`config.mk`:
```
export PLATFORM = sky130hd
export DESIGN_NAME = instr_fetch_unit_flat
export DESIGN_NICKNAME = d
export VERILOG_FILES = /design/src/rtl/instr_fetch_unit_pkg.sv /design/src/rtl/instr_fetch_unit_if.sv /design/src/rtl/instr_fetch_unit_fetch_fifo.sv /design/src/rtl/instr_fetch_unit.sv /design/src/flat_wrapper.sv
export SDC_FILE = /design/constraint.sdc
export NUM_CORES = 1
export LEC_CHECK = 0
export ABC_AREA = 1
export CAP_MARGIN = 40
export CORE_MARGIN = 5
export CORE_UTILIZATION = 50
export CTS_BUF_LIST = sky130_fd_sc_hd__clkbuf_8
export CTS_CLUSTER_DIAMETER = 80
export CTS_CLUSTER_SIZE = 40
export DETAILED_ROUTE_END_ITERATION = 16
export PLACE_DENSITY = 0.79
export SYNTH_ARGS = -nofsm -noshare
export SYNTH_HDL_FRONTEND = slang
export SYNTH_HIERARCHICAL = 1
export SYNTH_SLANG_ARGS = --single-unit
```
`constraint.sdc`:
```
create_clock -name clk -period 7 [get_ports clk]
set_input_delay 1.05 -clock clk [delete_from_list [all_inputs] [get_ports clk]]
set_output_delay 1.05 -clock clk [all_outputs]
set_load 0.05 [all_outputs]
```
`src/rtl/instr_fetch_unit_pkg.sv`:
```
// Shared RISC-V constants and fetch-path types used by the fetch unit and decoders.
package instr_fetch_unit_pkg;

  localparam int unsigned XLEN = 32;
  localparam logic [XLEN-1:0] NOP_INSTR = 32'h0000_0013;

  typedef enum logic [6:0] {
    OP_LOAD   = 7'b0000011,
    OP_STORE  = 7'b0100011,
    OP_RTYPE  = 7'b0110011,
    OP_ITYPE  = 7'b0010011,
    OP_BRANCH = 7'b1100011
  } opcode_e;

  // One prefetch buffer entry: the PC travels with its instruction word.
  typedef struct packed {
    logic [XLEN-1:0] pc;
    logic [XLEN-1:0] instr;
  } fetchEntry_t;

  function automatic logic [XLEN-1:0] nextPc(input logic [XLEN-1:0] pc);
    return pc + XLEN'(4);
  endfunction

  function automatic logic [XLEN-1:0] alignPc(input logic [XLEN-1:0] pc);
    return {pc[XLEN-1:2], 2'b00};
  endfunction

endpackage

```
`src/rtl/instr_fetch_unit_if.sv`:
```
// Bus bundle between the fetch unit, instruction memory, branch resolution and decode.
interface instr_fetch_unit_if;
  import instr_fetch_unit_pkg::*;

  logic            imem_req_valid;
  logic            imem_req_ready;
  logic [XLEN-1:0] imem_req_addr;
  logic            imem_rsp_valid;
  logic [XLEN-1:0] imem_rsp_data;
  logic            redirect_valid;
  logic [XLEN-1:0] redirect_pc;
  logic            instr_valid;
  logic            instr_ready;
  logic [XLEN-1:0] instr;
  logic [XLEN-1:0] instr_pc;
  logic [XLEN-1:0] instr_pc_plus4;

  modport master (
    output imem_req_valid, imem_req_addr,
    input  imem_req_ready, imem_rsp_valid, imem_rsp_data,
    input  redirect_valid, redirect_pc,
    output instr_valid, instr, instr_pc, instr_pc_plus4,
    input  instr_ready
  );

  modport slave (
    input  imem_req_valid, imem_req_addr,
    output imem_req_ready, imem_rsp_valid, imem_rsp_data,
    output redirect_valid, redirect_pc,
    input  instr_valid, instr, instr_pc, instr_pc_plus4,
    output instr_ready
  );

endinterface

```
`src/rtl/instr_fetch_unit_fetch_fifo.sv`:
```
// Synchronous prefetch FIFO with flush; head word is readable combinationally.
module fetch_fifo #(
  parameter int unsigned DEPTH = 2,
  parameter int unsigned WIDTH = 64,
  parameter int unsigned CNT_W = $clog2(DEPTH + 1)
) (
  input  logic             clk,
  input  logic             rst,
  input  logic             flush,
  input  logic             push,
  input  logic [WIDTH-1:0] pushData,
  input  logic             pop,
  output logic [WIDTH-1:0] headData,
  output logic [CNT_W-1:0] count
);

  localparam int unsigned PTR_W = (DEPTH > 1) ? $clog2(DEPTH) : 1;

  logic [WIDTH-1:0] mem [DEPTH];
  logic [PTR_W-1:0] rdPtr;
  logic [PTR_W-1:0] wrPtr;
  logic             doPush;
  logic             doPop;

  // Pop only when non-empty; push into a full FIFO only alongside a pop (slot freed same edge).
  always_comb begin
    doPop  = pop && (count != '0);
    doPush = push && ((count != CNT_W'(DEPTH)) || doPop);
  end

  // Pointer and occupancy bookkeeping; flush empties the buffer in one cycle.
  always_ff @(posedge clk) begin
    if (rst || flush) begin
      rdPtr <= '0;
      wrPtr <= '0;
      count <= '0;
    end else begin
      if (doPush) wrPtr <= wrPtr + PTR_W'(1);
      if (doPop)  rdPtr <= rdPtr + PTR_W'(1);
      count <= count + CNT_W'(doPush) - CNT_W'(doPop);
    end
  end

  // Storage write; when full with push+pop the overwritten slot is the one being popped.
  always_ff @(posedge clk) begin
    if (doPush && !(rst || flush)) mem[wrPtr] <= pushData;
  end

  assign headData = mem[rdPtr];

endmodule

```
`src/rtl/instr_fetch_unit.sv`:
```
// Instruction fetch stage: PC generation, credit-limited memory requests, prefetch buffer,
// redirect flush with drop-counting of in-flight responses.
module instr_fetch_unit
  import instr_fetch_unit_pkg::*;
#(
  parameter logic [XLEN-1:0] RESET_PC   = 32'h0000_0000,
  parameter int unsigned     FIFO_DEPTH = 2
) (
  input logic                 clk,
  input logic                 rst,
  instr_fetch_unit_if.master  bus
);

  localparam int unsigned CNT_W = $clog2(FIFO_DEPTH + 1);

  logic [XLEN-1:0] fetchPc;
  logic [XLEN-1:0] rspPc;
  logic [XLEN-1:0] lastPc;
  logic [CNT_W-1:0] outstanding;
  logic [CNT_W-1:0] dropCnt;
  logic [CNT_W-1:0] fifoCount;
  logic             creditOk;
  logic             reqValid;
  logic             reqFire;
  logic             rspFire;
  logic             pushEn;
  logic             popEn;
  logic             instrValid;
  fetchEntry_t      headEntry;
  fetchEntry_t      pushEntry;

  // Request credit, handshake qualifiers and FIFO push/pop decisions.
  always_comb begin
    creditOk   = ({1'b0, fifoCount} + {1'b0, outstanding}) < (CNT_W + 1)'(FIFO_DEPTH);
    reqValid   = !rst && !bus.redirect_valid && creditOk;
    reqFire    = reqValid && bus.imem_req_ready;
    rspFire    = bus.imem_rsp_valid && (outstanding != '0);
    pushEn     = rspFire && (dropCnt == '0) && !bus.redirect_valid;
    instrValid = !rst && (fifoCount != '0);
    popEn      = instrValid && bus.instr_ready && !bus.redirect_valid;
    pushEntry  = '{pc: rspPc, instr: bus.imem_rsp_data};
  end

  // Decode-facing outputs: FIFO head when valid, otherwise NOP with the last delivered PC.
  always_comb begin
    bus.imem_req_valid = reqValid;
    bus.imem_req_addr  = fetchPc;
    bus.instr_valid    = instrValid;
    if (instrValid) begin
      bus.instr    = headEntry.instr;
      bus.instr_pc = headEntry.pc;
    end else if (rst) begin
      bus.instr    = NOP_INSTR;
      bus.instr_pc = RESET_PC;
    end else begin
      bus.instr    = NOP_INSTR;
      bus.instr_pc = lastPc;
    end
    bus.instr_pc_plus4 = nextPc(bus.instr_pc);
  end

  // PC registers and request/drop counters. A redirect re-arms dropCnt with every request
  // still in flight after this cycle, so a response arriving in the redirect cycle counts
  // as already consumed.
  always_ff @(posedge clk) begin
    if (rst) begin
      fetchPc     <= RESET_PC;
      rspPc       <= RESET_PC;
      lastPc      <= RESET_PC;
      outstanding <= '0;
      dropCnt     <= '0;
    end else begin
      outstanding <= outstanding + CNT_W'(reqFire) - CNT_W'(rspFire);
      if (popEn) lastPc <= headEntry.pc;
      if (bus.redirect_valid) begin
        fetchPc <= alignPc(bus.redirect_pc);
        rspPc   <= alignPc(bus.redirect_pc);
        dropCnt <= outstanding - CNT_W'(rspFire);
      end else begin
        if (reqFire) fetchPc <= nextPc(fetchPc);
        if (rspFire) begin
          if (dropCnt != '0) dropCnt <= dropCnt - CNT_W'(1);
          else               rspPc   <= nextPc(rspPc);
        end
      end
    end
  end

  fetch_fifo #(
    .DEPTH (FIFO_DEPTH),
    .WIDTH (2 * XLEN)
  ) uFifo (
    .clk      (clk),
    .rst      (rst),
    .flush    (bus.redirect_valid),
    .push     (pushEn),
    .pushData (pushEntry),
    .pop      (popEn),
    .headData (headEntry),
    .count    (fifoCount)
  );

  aRspWithoutRequest: assert property (@(posedge clk) disable iff (rst)
    !(bus.imem_rsp_valid && (outstanding == '0)));
  aDropBound: assert property (@(posedge clk) disable iff (rst)
    dropCnt <= outstanding);
  aCreditBound: assert property (@(posedge clk) disable iff (rst)
    ({1'b0, fifoCount} + {1'b0, outstanding}) <= (CNT_W + 1)'(FIFO_DEPTH));

endmodule
```
`src/flat_wrapper.sv`:
```
// flat-port wrapper written by rule: the top's interface ports become plain ports
module instr_fetch_unit_flat import instr_fetch_unit_pkg::*;
#(
  parameter logic [XLEN-1:0] RESET_PC   = 32'h0000_0000,
  parameter int unsigned     FIFO_DEPTH = 2
)
  (clk, rst, bus_imem_req_valid, bus_imem_req_addr, bus_imem_req_ready, bus_imem_rsp_valid, bus_imem_rsp_data, bus_redirect_valid, bus_redirect_pc, bus_instr_valid, bus_instr, bus_instr_pc, bus_instr_pc_plus4, bus_instr_ready);
  instr_fetch_unit_if bus_i ();
  input logic clk;
  input logic rst;
  output wire logic [$bits(bus_i.imem_req_valid)-1:0] bus_imem_req_valid;
  output wire logic [$bits(bus_i.imem_req_addr)-1:0] bus_imem_req_addr;
  input wire logic [$bits(bus_i.imem_req_ready)-1:0] bus_imem_req_ready;
  input wire logic [$bits(bus_i.imem_rsp_valid)-1:0] bus_imem_rsp_valid;
  input wire logic [$bits(bus_i.imem_rsp_data)-1:0] bus_imem_rsp_data;
  input wire logic [$bits(bus_i.redirect_valid)-1:0] bus_redirect_valid;
  input wire logic [$bits(bus_i.redirect_pc)-1:0] bus_redirect_pc;
  output wire logic [$bits(bus_i.instr_valid)-1:0] bus_instr_valid;
  output wire logic [$bits(bus_i.instr)-1:0] bus_instr;
  output wire logic [$bits(bus_i.instr_pc)-1:0] bus_instr_pc;
  output wire logic [$bits(bus_i.instr_pc_plus4)-1:0] bus_instr_pc_plus4;
  input wire logic [$bits(bus_i.instr_ready)-1:0] bus_instr_ready;
  assign bus_imem_req_valid = bus_i.imem_req_valid;
  assign bus_imem_req_addr = bus_i.imem_req_addr;
  assign bus_i.imem_req_ready = bus_imem_req_ready;
  assign bus_i.imem_rsp_valid = bus_imem_rsp_valid;
  assign bus_i.imem_rsp_data = bus_imem_rsp_data;
  assign bus_i.redirect_valid = bus_redirect_valid;
  assign bus_i.redirect_pc = bus_redirect_pc;
  assign bus_instr_valid = bus_i.instr_valid;
  assign bus_instr = bus_i.instr;
  assign bus_instr_pc = bus_i.instr_pc;
  assign bus_instr_pc_plus4 = bus_i.instr_pc_plus4;
  assign bus_i.instr_ready = bus_instr_ready;
  instr_fetch_unit #(.RESET_PC(RESET_PC), .FIFO_DEPTH(FIFO_DEPTH)) u_core (.clk(clk), .rst(rst), .bus(bus_i));
endmodule
```
* Yosys cells after proc, flatten, opt, wreduce, memory -nomap -nowiden
Memory sizes are Yosys's and may differ from the RTL's. A register that Yosys moved wholly into a read port is not among the register bits.
Index checks and enable logic that the tools add are counted.
** Storage, ports and cells
- Memory bits (read-only) :: 0
- Bits in latches :: 0
- Memories kept :: 1
- RAM bits :: 128
- Word-level logic and storage cells :: 70
- Register bits :: 104
** Cells by class
- Multiply operators :: 0
- Reduce and logical (&&, ||, !) cells :: 28
- Equal/unequal tests :: 2
- $add $sub $neg :: 12
- Bitwise logic cells :: 1
- Div/mod/pow operators :: 0
- Order comparisons :: 1
- Shifts and indexed selects :: 0
- Muxes and demuxes :: 15
** Memory list
- u_core.uFifo.mem :: words 2, width 64, read ports 1, clocked after Yosys merged registers in 1, write ports 1, line instr_fetch_unit_fetch_fifo.sv:19 : logic [WIDTH-1:0] mem [DEPTH];
** Operators by type and width (number)
- $mux 32 :: 8
- $add 32x3->32 const B :: 3
- $logic_and 1x1->1 :: 12
- $reduce_bool 2->1 :: 6
- $mux 2 :: 3
- $reduce_and 2->1 :: 3
- $sub 2x1->2 :: 3
- $add 2x1->2 :: 2
- $mux 1 :: 4
- $ne 2x2->1 const B :: 2
- $add 2x2->3 :: 1
- $logic_not 1->1 :: 3
- $lt 3x2->1 const B :: 1
- $add 1x1->1 const B :: 2
- $logic_not 2->1 :: 1
- $logic_or 1x1->1 :: 2
- $reduce_or 2->1 :: 1
- $sub 2x1->2 const B :: 1
- $not 1->1 :: 1

* Logic depth before layout (Yosys ltp)
Gate-level depths: netlist (run 1).
- Word-level depth :: 10
- Gate-level depth with buffers :: 18
- Depth with buffers taken out :: 15

* Modules after synthesis
The synthesis (run 1) kept the hierarchy.
** Modules (own cells, without submodules)
- instr_fetch_unit :: times used 1, cells an instance 1221, area an instance 7374.6 µm², seq. area each 1921.8 µm²
- fetch_fifo :: times used 1, cells an instance 243, area an instance 5191.2 µm², seq. area each 3943.8 µm²

* Worst setup path before layout (run 1)
OpenSTA, ideal clock, no wires.
- Path type :: in2reg
- From :: input port rst
- To :: memory u_core.uFifo.mem[1][0], enable pin
- Setup slack :: 1709 ps
- Stages on the path :: 9
- Arrival :: 4803 ps
- Data required time :: 6512 ps
- Setup time :: 488 ps
- Path buffers :: 2
- Cells stage by stage :: buf_4 -> nor2_4 -> nand3_2 -> inv_1 -> buf_2 -> inv_1 -> nand3_1 -> nand2_1 -> nor2_1
** On the way
- Word-level cells in the longest chain between the ends :: 10
** RTL lines
- from (decl) :: line flat_wrapper.sv:10 : input logic rst;
- $logic_not 1->1 :: line instr_fetch_unit.sv:39 : instrValid = !rst && (fifoCount != '0);
- $logic_and 1x1->1 :: line instr_fetch_unit.sv:39
- $logic_and 1x1->1 (2 in a row) :: line instr_fetch_unit.sv:40 : popEn = instrValid && bus.instr_ready && !bus.redirect_valid;
- via u_core.popEn :: line instr_fetch_unit.sv:27 : logic popEn;
- $logic_and 1x1->1 :: line instr_fetch_unit_fetch_fifo.sv:27 : doPop = pop && (count != '0);
- $logic_or 1x1->1 :: line instr_fetch_unit_fetch_fifo.sv:28 : doPush = push && ((count != CNT_W'(DEPTH)) || doPop);
- $logic_and 1x1->1 :: line instr_fetch_unit_fetch_fifo.sv:28
- $logic_and 1x1->1 :: line instr_fetch_unit_fetch_fifo.sv:46 : if (doPush && !(rst || flush)) mem[wrPtr] <= pushData;
- $mux 1 :: line instr_fetch_unit_fetch_fifo.sv:46
- $mux 1 (not written as such) :: line instr_fetch_unit_fetch_fifo.sv:46
- to (decl) :: line instr_fetch_unit_fetch_fifo.sv:19
The timed path passes the listed nets, and every way through them passes these cells.

* Worst setup path in the final report (run 1)
- From :: input port rst
- To :: output port bus_instr_pc_plus4[26]
** On the way
- Word-level cells in the longest chain between the ends :: 4
** RTL lines
- $logic_not 1->1 :: line instr_fetch_unit.sv:39
- $logic_and 1x1->1 :: line instr_fetch_unit.sv:39
- $mux 32 (*) :: line instr_fetch_unit.sv:49 : if (instrValid) begin
- $add 32x3->32 (*) :: line instr_fetch_unit_pkg.sv:22 : return pc + XLEN'(4);
- to (decl) :: line flat_wrapper.sv:21 : output wire logic [$bits(bus_i.instr_pc_plus4)-1:0] bus_instr_pc_plus4;
Every way passes the cells marked *; elsewhere a longest branch is shown, timed or not.

==> impl_metrics.py, run 1 <==
metrics = {
    "run_status": {
        "outcome": "completed",
    },
    "cts": {
        "cts_resized": 0,
        "insertion_delay_ns": 0.54,
        "cts.sinks": 229,
        "cts_buffer_depth": 3,
        "cts_tree": "yes",
        "cts_buffers": 10,
        "cts-root-buf": "clkbuf_8",
        "holdBufCountCts": 0,
        "cts_setup_buffers": 0,
        "path_clk_slew_ns": 0.17,
        "cts-htree-levels": 1,
    },
    "detailed_routing": {
        "totalWireLength_mm": 30.45,
        "route.detailed.drc": 0,
        "drtIter0Drc": 692,
        "wl_per_cell_um": 15.50,
        "ant_nets": 0,
        "via_per_inst": 5.331,
        "vias": 10470,
        "drtPass1Iterations": 5,
    },
    "power_and_ir_drop": {
        "powerDensity_nw_per_um2": 165.6,
        "netSwitchingPower_w": 0.0006926,
        "p_clk_share_pct": 22.3,
        "power_leakage_nw": 5.715,
        "pwr-share-seq_pct": 61.8,
        "combPwrFrac_pct": 15.9,
        "power.total_w": 0.002454,
        "p_int_w": 0.001762,
        "vdd_drop_max_uv": 134.9,
        "swShare_pct": 28.22,
    },
    "sta": {
        "worst_pin_slew_ns": 0.9135,
        "final.setup.worst_slack_ns": 1.874,
        "min_period_ns": 5.126,
        "finalSetupTns_ns": 0,
        "layout_worst_path_cycle_share_pct": 73.23,
        "rsz0062_at_grt": "no",
        "finalSetupViolations": 0,
        "slew_violations": 0,
        "hold_viol": 0,
        "fin_worst_skew_ns": 0.02967,
        "fmax_ghz": 0.1951,
        "max_slew_margin_pct": 39.10,
    },
    "global_route": {
        "grt_max_degree": 73,
        "grt_antenna_before_repair": 0,
        "grtUsageTotal_pct": 20.64,
        "grt_pass1_wl_mm": 49.16,
        "grt_pass1_vias": 9671,
        "overflow": 0,
    },
    "layout": {
        "fin_util_pct": 59.37,
        "syn_to_final_growth_pct": 17.95,
        "final_layout_size_suffix_gt1_share_pct": 11.57,
        "fin_nets": 1710,
        "diodes": 0,
    },
    "logic_synthesis": {
        "synth-edff-count": 128,
        "ys_async_sr_fraction_pct": 0,
        "synth_top_area_share_pct": 30.59,
        "synth_top_cells_by_area": "edfxtp_1 31%, dfxtp_1 16%, nand2_1 11%",
        "ys_ff_latch": 229,
        "synth_common_cells": "363 x nand2_1, 161 x inv_1, 144 x nor2_1, 134 x nand3_1, 128 x edfxtp_1",
        "ys_seq_area_share_pct": 46.68,
        "synth_area_um2": 12570,
        "synthCells": 1464,
        "synthFlopType": "edfxtp_1",
        "synth.most_common_cell": "nand2_1",
        "synth_area_per_cell_um2": 8.583,
        "yosys.area.top_type": "edfxtp_1",
        "ys_types": 46,
        "ys.warnings.count": 6,
    },
    "critical_path": {
        "worst_setup_path_start_kind": "input port",
        "crit_required_ns": 5.95,
        "crit_fanout": 58,
        "path_class": "in -> out",
        "crit_arrival_ns": 4.08,
        "endpoint_kind": "primary output",
    },
    "floorplanning": {
        "dieArea_um2": 28400,
        "dieHeight_um": 168.5,
        "fp.dieW_um": 168.5,
        "ios": 200,
        "core_um2": 24960,
        "core.rowCount": 58,
        "start_util_pct": 50.34,
    },
    "place": {
        "portBuffers": 195,
        "place_congestion": 0.9401,
        "pre_cts_slack_ns": 1.842,
        "dpl.hpwl_mm": 22.29,
    },
    "job": {
        "cap_viol_max_count": 0,
    },
    "min_path": {
        "hold_path.class": "reg -> reg",
    },
}
[final cells by class]
type	count	area, µm²
clock inverter	5	41.29
timing repair buffer	205	2057
inverter	166	625.6
fill	2192	10140
multi-input combinational	1018	5664
clock buffer	11	151.4
sequential	229	5869
tap	330	412.9
[per-layer routing]
layer	vias to the layer above	share of wire, %	GRT usage, %
li1	5114	-	-
met1	4876	43	28.96
met2	435	48	34.78
met3	45	7.5	2.382
met4	0	1.8	4.340
met5	-	0	0
[cells in the final DEF, fill, tap and decap left out, types with 4 or more instances in the layout]
cell,count
nand4_1,9
nand2_1,363
nor2_2,15
edfxtp_1,128
ha_1,9
buf_4,8
o22ai_1,6
a21oi_1,65
dfxtp_1,100
mux2_2,4
clkbuf_8,11
nor2_4,10
nor3_1,13
a31oi_1,14
clkdlybuf4s50_1,193
nand3_2,17
nor2_1,143
nand3_1,134
nand2_4,11
o21ai_0,52
inv_2,5
nand2_2,28
inv_1,160
or2_2,7
xnor2_1,10
nand3b_1,6
xor2_1,18
mux2_4,60
conb_1,6
[critical path, stage by stage]
cell and delay [ns]:
buf_2 0.11, buf_4 0.59, nor2_2 0.20, o21ai_2 0.37
inv_1 0.11, ha_1 0.26, nand3_2 0.14, inv_1 0.08
nand2_4 0.12, inv_1 0.07, nand2_1 0.07, nand2_1 0.04
nand2_1 0.05, clkdlybuf4s50_1 0.79
[registers in the layout, summed over array words and instances (netlist names), named ones only]
signal	count
u_core/outstanding	2
u_core/uFifo/count	2
u_core/dropCnt	2
u_core/uFifo/mem	128
u_core/uFifo/rdPtr	1
u_core/rspPc	30
u_core/bus.imem_req_addr	30
u_core/lastPc	32
u_core/uFifo/wrPtr	1
[final timing paths]
path,start,endpoint,slack [ns],cells past startpoint
min,u_core/lastPc[21],u_core/lastPc[21],0.48,2
max,rst,bus_instr_pc_plus4[26],1.87,14
max reg2reg,u_core/outstanding[1],u_core/uFifo/mem[0][24],3.97,8
min reg2reg,u_core/lastPc[21],u_core/lastPc[21],0.48,2
[cell families (layout without fill, tap and decap cells)]
logic type	count (synthesis)	after routing	share of synthesized area, %
xor gates and xnor gates	28	28	1.952
adders and majority gates	10	10	1.055
other	1	6	0.02984
and+or+nand+nor	761	761	27.98
buffers and inverters	222	387	8.454
AOI/OAI and AO/OA	149	149	6.323
muxes	64	64	7.528
DFF	229	229	46.68
[metrics by stage]
stage          hold slack [ns]  std cells  area, µm²
2_1_floorplan           0.4345       1469      12580
3_3_place_gp            0.4483       1946      14570
3_5_place_dp            0.4592       1948      14630
4_1_cts                 0.4810       1964      14820
5_1_grt                 0.5063       1964      14820
6_report                0.4787       1964      14820
[power by group through the flow]
stage / Sequential [W] / Combinational (W) / Clock [W]
5_1_grt: 0.00152 / 0.000428 / 0.000611
2_1_floorplan: 0.00157 / 0.000226 / 0
3_5_place_dp: 0.00155 / 0.000387 / 0
3_3_place_gp: 0.00154 / 0.000374 / 0
6_report: 0.00152 / 0.000390 / 0.000547
4_1_cts: 0.00152 / 0.000389 / 0.000559
No activity file was read; power rests on OpenSTA's default activity.
==> inputs of run 2 (changes only) <==
Settings changed: PLACE_DENSITY 0.79 to 0.82.
Clock period 7 ns to 4.5 ns, I/O delays scaled along.
==> run 2 against run 1 <==
Critical path depth fell by 4. Critical endpoint is now bus_instr_pc_plus4[27]. Sequential share of layout area shrank 0.29 points. Sequential cell count did not move. Critical path type is now reg -> out.
==> impl_metrics.py, run 2 (synthesized netlist as in run 1, its figures left out) <==
metrics = {
    "floorplanning": {
        "dieHeight_um": 168.5,
        "start_util_pct": 50.34,
        "dieArea_um2": 28400,
        "fp.dieW_um": 168.5,
        "core_um2": 24960,
        "core.rowCount": 58,
        "ios": 200,
    },
    "job": {
        "cap_viol_max_count": 0,
    },
    "critical_path": {
        "crit_fanout": 41,
        "worst_setup_path_start_kind": "flop",
        "endpoint_kind": "primary output",
        "crit_arrival_ns": 3.41,
        "crit_required_ns": 3.83,
        "reg2reg_from": "u_core/dropCnt[0]",
        "r2r_setup_slack_ns": 1.76,
        "crit_end": "bus_instr_pc_plus4[27]",
        "r2r_end": "u_core/rspPc[10]",
        "worstRegToRegCells": 10,
        "path_class": "reg -> out",
    },
    "detailed_routing": {
        "ant_nets": 0,
        "via_per_inst": 5.314,
        "route.detailed.drc": 0,
        "vias": 10470,
        "wl_per_cell_um": 15.71,
        "drtIter0Drc": 879,
        "totalWireLength_mm": 30.96,
        "drtPass1Iterations": 5,
    },
    "global_route": {
        "grtUsageTotal_pct": 20.86,
        "met2_usage_pct": 35.17,
        "grt_max_degree": 65,
        "grt.busiest_layer": "met2",
        "use_met1_pct": 28.33,
        "overflow": 0,
        "grt_use_met3_pct": 3.106,
        "grt_pass1_vias": 9759,
        "grt_antenna_before_repair": 1,
        "grt_pass1_wl_mm": 49.16,
    },
    "layout": {
        "fillers": 2090,
        "syn_to_final_growth_pct": 18.81,
        "final_common_cell": "nand2_1",
        "final_cell_area_um2": 14930,
        "fin_nets": 1717,
        "largest_register": "u_core/uFifo/mem",
        "final_cell_mix": "363 x nand2_1, 170 x clkdlybuf4s50_1, 161 x inv_1",
        "largest_reg_flops": 128,
        "final_layout_size_suffix_gt1_share_pct": 13.35,
        "largest_registers": "u_core/uFifo/mem (128), u_core/lastPc (32)",
        "diodes": 0,
    },
    "power_and_ir_drop": {
        "combPwrFrac_pct": 15.8,
        "p_clk_share_pct": 23.6,
        "swShare_pct": 29.01,
        "pwr-share-seq_pct": 60.6,
        "power_leakage_nw": 5.814,
        "vdd_drop_max_uv": 210.5,
        "netSwitchingPower_w": 0.001130,
        "p_int_w": 0.002765,
        "powerDensity_nw_per_um2": 260.9,
    },
    "cts": {
        "cts.sinks": 229,
        "cts_resized": 0,
        "path_clk_slew_ns": 0.18,
        "cts_setup_buffers": 0,
        "holdBufCountCts": 0,
        "cts-htree-levels": 1,
        "cts_buffer_depth": 3,
        "cts-root-buf": "clkbuf_8",
        "insertion_delay_ns": 0.53,
        "cts_tree": "yes",
        "cts_buffers": 11,
    },
    "place": {
        "portBuffers": 195,
        "post_dp_cell_area_um2": 14700,
        "pre_cts_slack_ns": 0.7232,
        "dpl.hpwl_mm": 22.94,
        "place_congestion": 0.9163,
    },
    "sta": {
        "worst_pin_slew_ns": 0.9145,
        "finalSetupViolations": 0,
        "layout_worst_path_cycle_share_pct": 90.75,
        "final.setup.worst_slack_ns": 0.4161,
        "hold_viol": 0,
        "rsz0062_at_grt": "no",
        "finalSetupTns_ns": 0,
        "min_period_ns": 4.084,
        "slew_violations": 0,
        "max_slew_margin_pct": 39.03,
        "fin_worst_skew_ns": 0.05577,
        "fmax_ghz": 0.2449,
        "hold_slack_ns": 0.4762,
    },
    "min_path": {
        "hold_path.class": "reg -> reg",
    },
    "run_status": {
        "outcome": "completed",
    },
}
[run 2: cell types whose count changed in the layout (fill, tap and decap cells not counted), moves of 2 or more]
| cell | before | now |
|---|---|---|
| clkdlybuf4s50_1 | 193 | 170 |
| buf_16 | 2 | 0 |
| buf_4 | 8 | 29 |
| inv_6 | 2 | 0 |
| clkinvlp_4 | 0 | 2 |
| buf_12 | 0 | 9 |
[run 2: layout make-up]
cell class              count  area [µm²]  share of cell area (%)
clock buffers              11       151.4                   1.014
clock inverters             6       81.33                  0.5448
inverters                 166       625.6                   4.190
multi-input cells        1018        5664                   37.94
flip-flops and latches    229        5869                   39.31
well taps                 330       412.9                   2.766
repair buffers            211        2125                   14.23
[run 2: metrics by stage]
step	instances	total power (W)	utilization [%]
floorplan	1469	0.002788	-
global placement	1953	0.002989	58.81
detailed placement	1954	0.003013	58.87
CTS	1971	0.003908	59.80
global route	1971	0.004059	59.80
finish	1971	0.003895	59.80
[run 2: metal layers]
metal | routed length (µm) | share of wire (%) | vias up
li1 | - | - | 5120
met1 | 13150 | 42 | 4846
met2 | 14640 | 47 | 449
met3 | 2433 | 7.9 | 57
met4 | 715 | 2.3 | 2
met5 | 14 | 0.045 | -
[run 2: worst min path at each step]
stage / from / endpoint / slack [ns] / cells past startpoint
detailed placement: u_core/lastPc[0] / u_core/lastPc[0] / 0.46 / 2
floorplan: u_core/lastPc[30] / u_core/lastPc[30] / 0.43 / 2
finish: u_core/lastPc[19] / u_core/lastPc[19] / 0.48 / 2
CTS: u_core/lastPc[0] / u_core/lastPc[0] / 0.48 / 2
global route: u_core/lastPc[30] / u_core/lastPc[30] / 0.51 / 2
global placement: u_core/lastPc[30] / u_core/lastPc[30] / 0.45 / 2
[run 2: worst max-delay path, cell delays in order (launching register included)]
cell and delay, ns:
dfxtp_4 0.86, mux2_4 0.29, nand3_1 0.08, nand2_2 0.15, nand2_1 0.09, nor2_1 0.16, nand2_1 0.12, nor2_2 0.13
nand3_1 0.07, nand2_1 0.09, clkdlybuf4s50_1 0.80
[run 2: power groups by stage]
| stage | clock network (W) | logic [W] | registers [W] |
|---|---|---|---|
| 2_1_floorplan | 0 | 0.000351 | 0.00244 |
| 3_3_place_gp | 0 | 0.000592 | 0.00240 |
| 6_report | 0.000918 | 0.000617 | 0.00236 |
| 3_5_place_dp | 0 | 0.000611 | 0.00240 |
| 4_1_cts | 0.000938 | 0.000614 | 0.00236 |
| 5_1_grt | 0.00102 | 0.000670 | 0.00237 |
==> inputs of run 3 (changes only) <==
Settings changed: CAP_MARGIN 40 to default.
==> run 3 against run 2 <==
Hold slack about the same. Critical path depth is 2 lower. Count of clock-buffer cells in the layout unchanged. Largest cell class unchanged.
==> impl_metrics.py, run 3 (synthesized netlist as in run 1, its figures left out) <==
metrics = {
    "run_status": {
        "outcome": "completed",
    },
    "layout": {
        "largest_registers": "u_core/uFifo/mem (128), u_core/lastPc (32)",
        "diodes": 0,
        "largest_reg_flops": 128,
        "fin_nets": 1716,
        "largest_register": "u_core/uFifo/mem",
        "fillers": 2086,
        "final_common_cell": "nand2_1",
        "final_layout_size_suffix_gt1_share_pct": 13.29,
        "syn_to_final_growth_pct": 18.86,
        "final_cell_mix": "363 x nand2_1, 170 x clkdlybuf4s50_1, 161 x inv_1",
    },
    "sta": {
        "max_slew_margin_pct": 32.30,
        "min_period_ns": 4.109,
        "fmax_ghz": 0.2434,
        "finalSetupViolations": 0,
        "worst_pin_slew_ns": 1.014,
        "rsz0062_at_grt": "no",
        "fin_worst_skew_ns": 0.04985,
        "hold_viol": 0,
        "layout_worst_path_cycle_share_pct": 91.31,
        "finalSetupTns_ns": 0,
        "slew_violations": 0,
    },
    "floorplanning": {
        "dieHeight_um": 168.5,
        "fp.dieW_um": 168.5,
        "ios": 200,
        "core.rowCount": 58,
        "dieArea_um2": 28400,
        "start_util_pct": 50.34,
        "core_um2": 24960,
    },
    "power_and_ir_drop": {
        "vdd_drop_max_uv": 190.0,
        "power.total_w": 0.003937,
        "powerDensity_nw_per_um2": 263.6,
        "power_leakage_nw": 5.823,
    },
    "critical_path": {
        "slowest_stage": "dfxtp_4",
        "critical_path.cell_chain": "mux2_4 > inv_1 > nand2_1 > o21ai_2 > inv_1 > ha_1 > xor2_1 > clkdlybuf4s50_1",
        "crit_fanout": 41,
        "path_class": "reg -> out",
        "endpoint_kind": "primary output",
        "worst_setup_path_start_kind": "flop",
        "critPathMaxStageDelay_ns": 0.87,
        "crit_required_ns": 3.83,
        "crit_top_cell": "inv_1",
        "crit_arrival_ns": 3.43,
    },
    "cts": {
        "cts_buffers": 11,
        "cts_setup_buffers": 0,
        "cts.sinks": 229,
        "insertion_delay_ns": 0.54,
        "cts_buffer_depth": 3,
        "cts-htree-levels": 1,
        "cts_tree": "yes",
        "cts_resized": 0,
        "cts-root-buf": "clkbuf_8",
        "holdBufCountCts": 0,
        "path_clk_slew_ns": 0.17,
    },
    "detailed_routing": {
        "wl_per_cell_um": 15.76,
        "drtIter0Drc": 865,
        "drtPass1Iterations": 6,
        "vias": 10510,
        "ant_nets": 0,
        "route.detailed.drc": 0,
        "via_per_inst": 5.337,
        "totalWireLength_mm": 31.04,
    },
    "global_route": {
        "grt_pass1_vias": 9858,
        "grt_antenna_before_repair": 1,
        "grt_max_degree": 65,
        "grtUsageTotal_pct": 21.11,
        "overflow": 0,
        "grt_pass1_wl_mm": 49.69,
    },
    "place": {
        "portBuffers": 195,
        "place_congestion": 0.9163,
        "dpl.hpwl_mm": 22.87,
    },
    "job": {
        "cap_viol_max_count": 0,
    },
    "min_path": {
        "hold_path.class": "reg -> reg",
    },
}
-- run 3: path summary, 6_finish.rpt --
| check | start | endpoint | slack, ns | cells after the start |
|---|---|---|---|---|
| worst max-delay path | flop | bus_instr_pc_plus4[4] | 0.39 | 8 |
| worst min-delay path | u_core/lastPc[0] | u_core/lastPc[0] | 0.48 | 2 |
| worst max register to register | u_core/outstanding[1] | u_core/rspPc[10] | 1.75 | 8 |
| worst min register to register | u_core/lastPc[0] | u_core/lastPc[0] | 0.48 | 2 |
-- run 3: critical path: cells and delay by family, from the launching register on --
kind,cells,cell delay [ns]
AND/OR/NAND/NOR,1,0.07
XOR/XNOR,1,0.16
AO/OA/AOI/OAI,1,0.19
buffers and inverters,3,0.99
multiplexers,1,0.35
adder cells (fa/ha/maj),1,0.26
flip-flops,1,0.87
-- run 3: cell type report --
class / count / area (µm²) / share of cell area, %
sequential: 229 / 5869 / 39.30
clock buffer: 11 / 151.4 / 1.014
inverter: 166 / 625.6 / 4.189
clock inverter: 6 / 102.6 / 0.6869
tap: 330 / 412.9 / 2.765
multi-input combinational: 1018 / 5664 / 37.92
timing repair buffer: 210 / 2110 / 14.12
-- run 3: routing by layer --
layer	up-vias	routed length [µm]	track usage, %
li1	5115	-	-
met1	4830	12880	29.00
met2	497	14680	34.92
met3	69	2581	3.036
met4	2	882	6.351
met5	-	13	0
-- run 3: through the flow --
| stage | utilization, % | instance area (µm²) | setup WS, ns | cells | hold WS [ns] |
|---|---|---|---|---|---|
| finish | 59.83 | 14940 | 0.3912 | 1970 | 0.4763 |
| detailed placement | 58.81 | 14680 | 0.7189 | 1953 | 0.4557 |
| global route | 59.83 | 14940 | 0.1696 | 1970 | 0.5052 |
| global placement | 58.81 | 14680 | 0.7485 | 1953 | 0.4457 |
| CTS | 59.83 | 14940 | 0.3226 | 1970 | 0.4785 |
| floorplan | - | 12590 | 0.2461 | 1469 | 0.4345 |
-- run 3: report_power, final --
group / internal, W / switching [W] / leakage, nW
registers: 0.00228 / 0.0000816 / 1.99
logic: 0.000224 / 0.000392 / 3.71
clock network: 0.000281 / 0.000681 / 0.127
total: 0.00278 / 0.00115 / 5.82
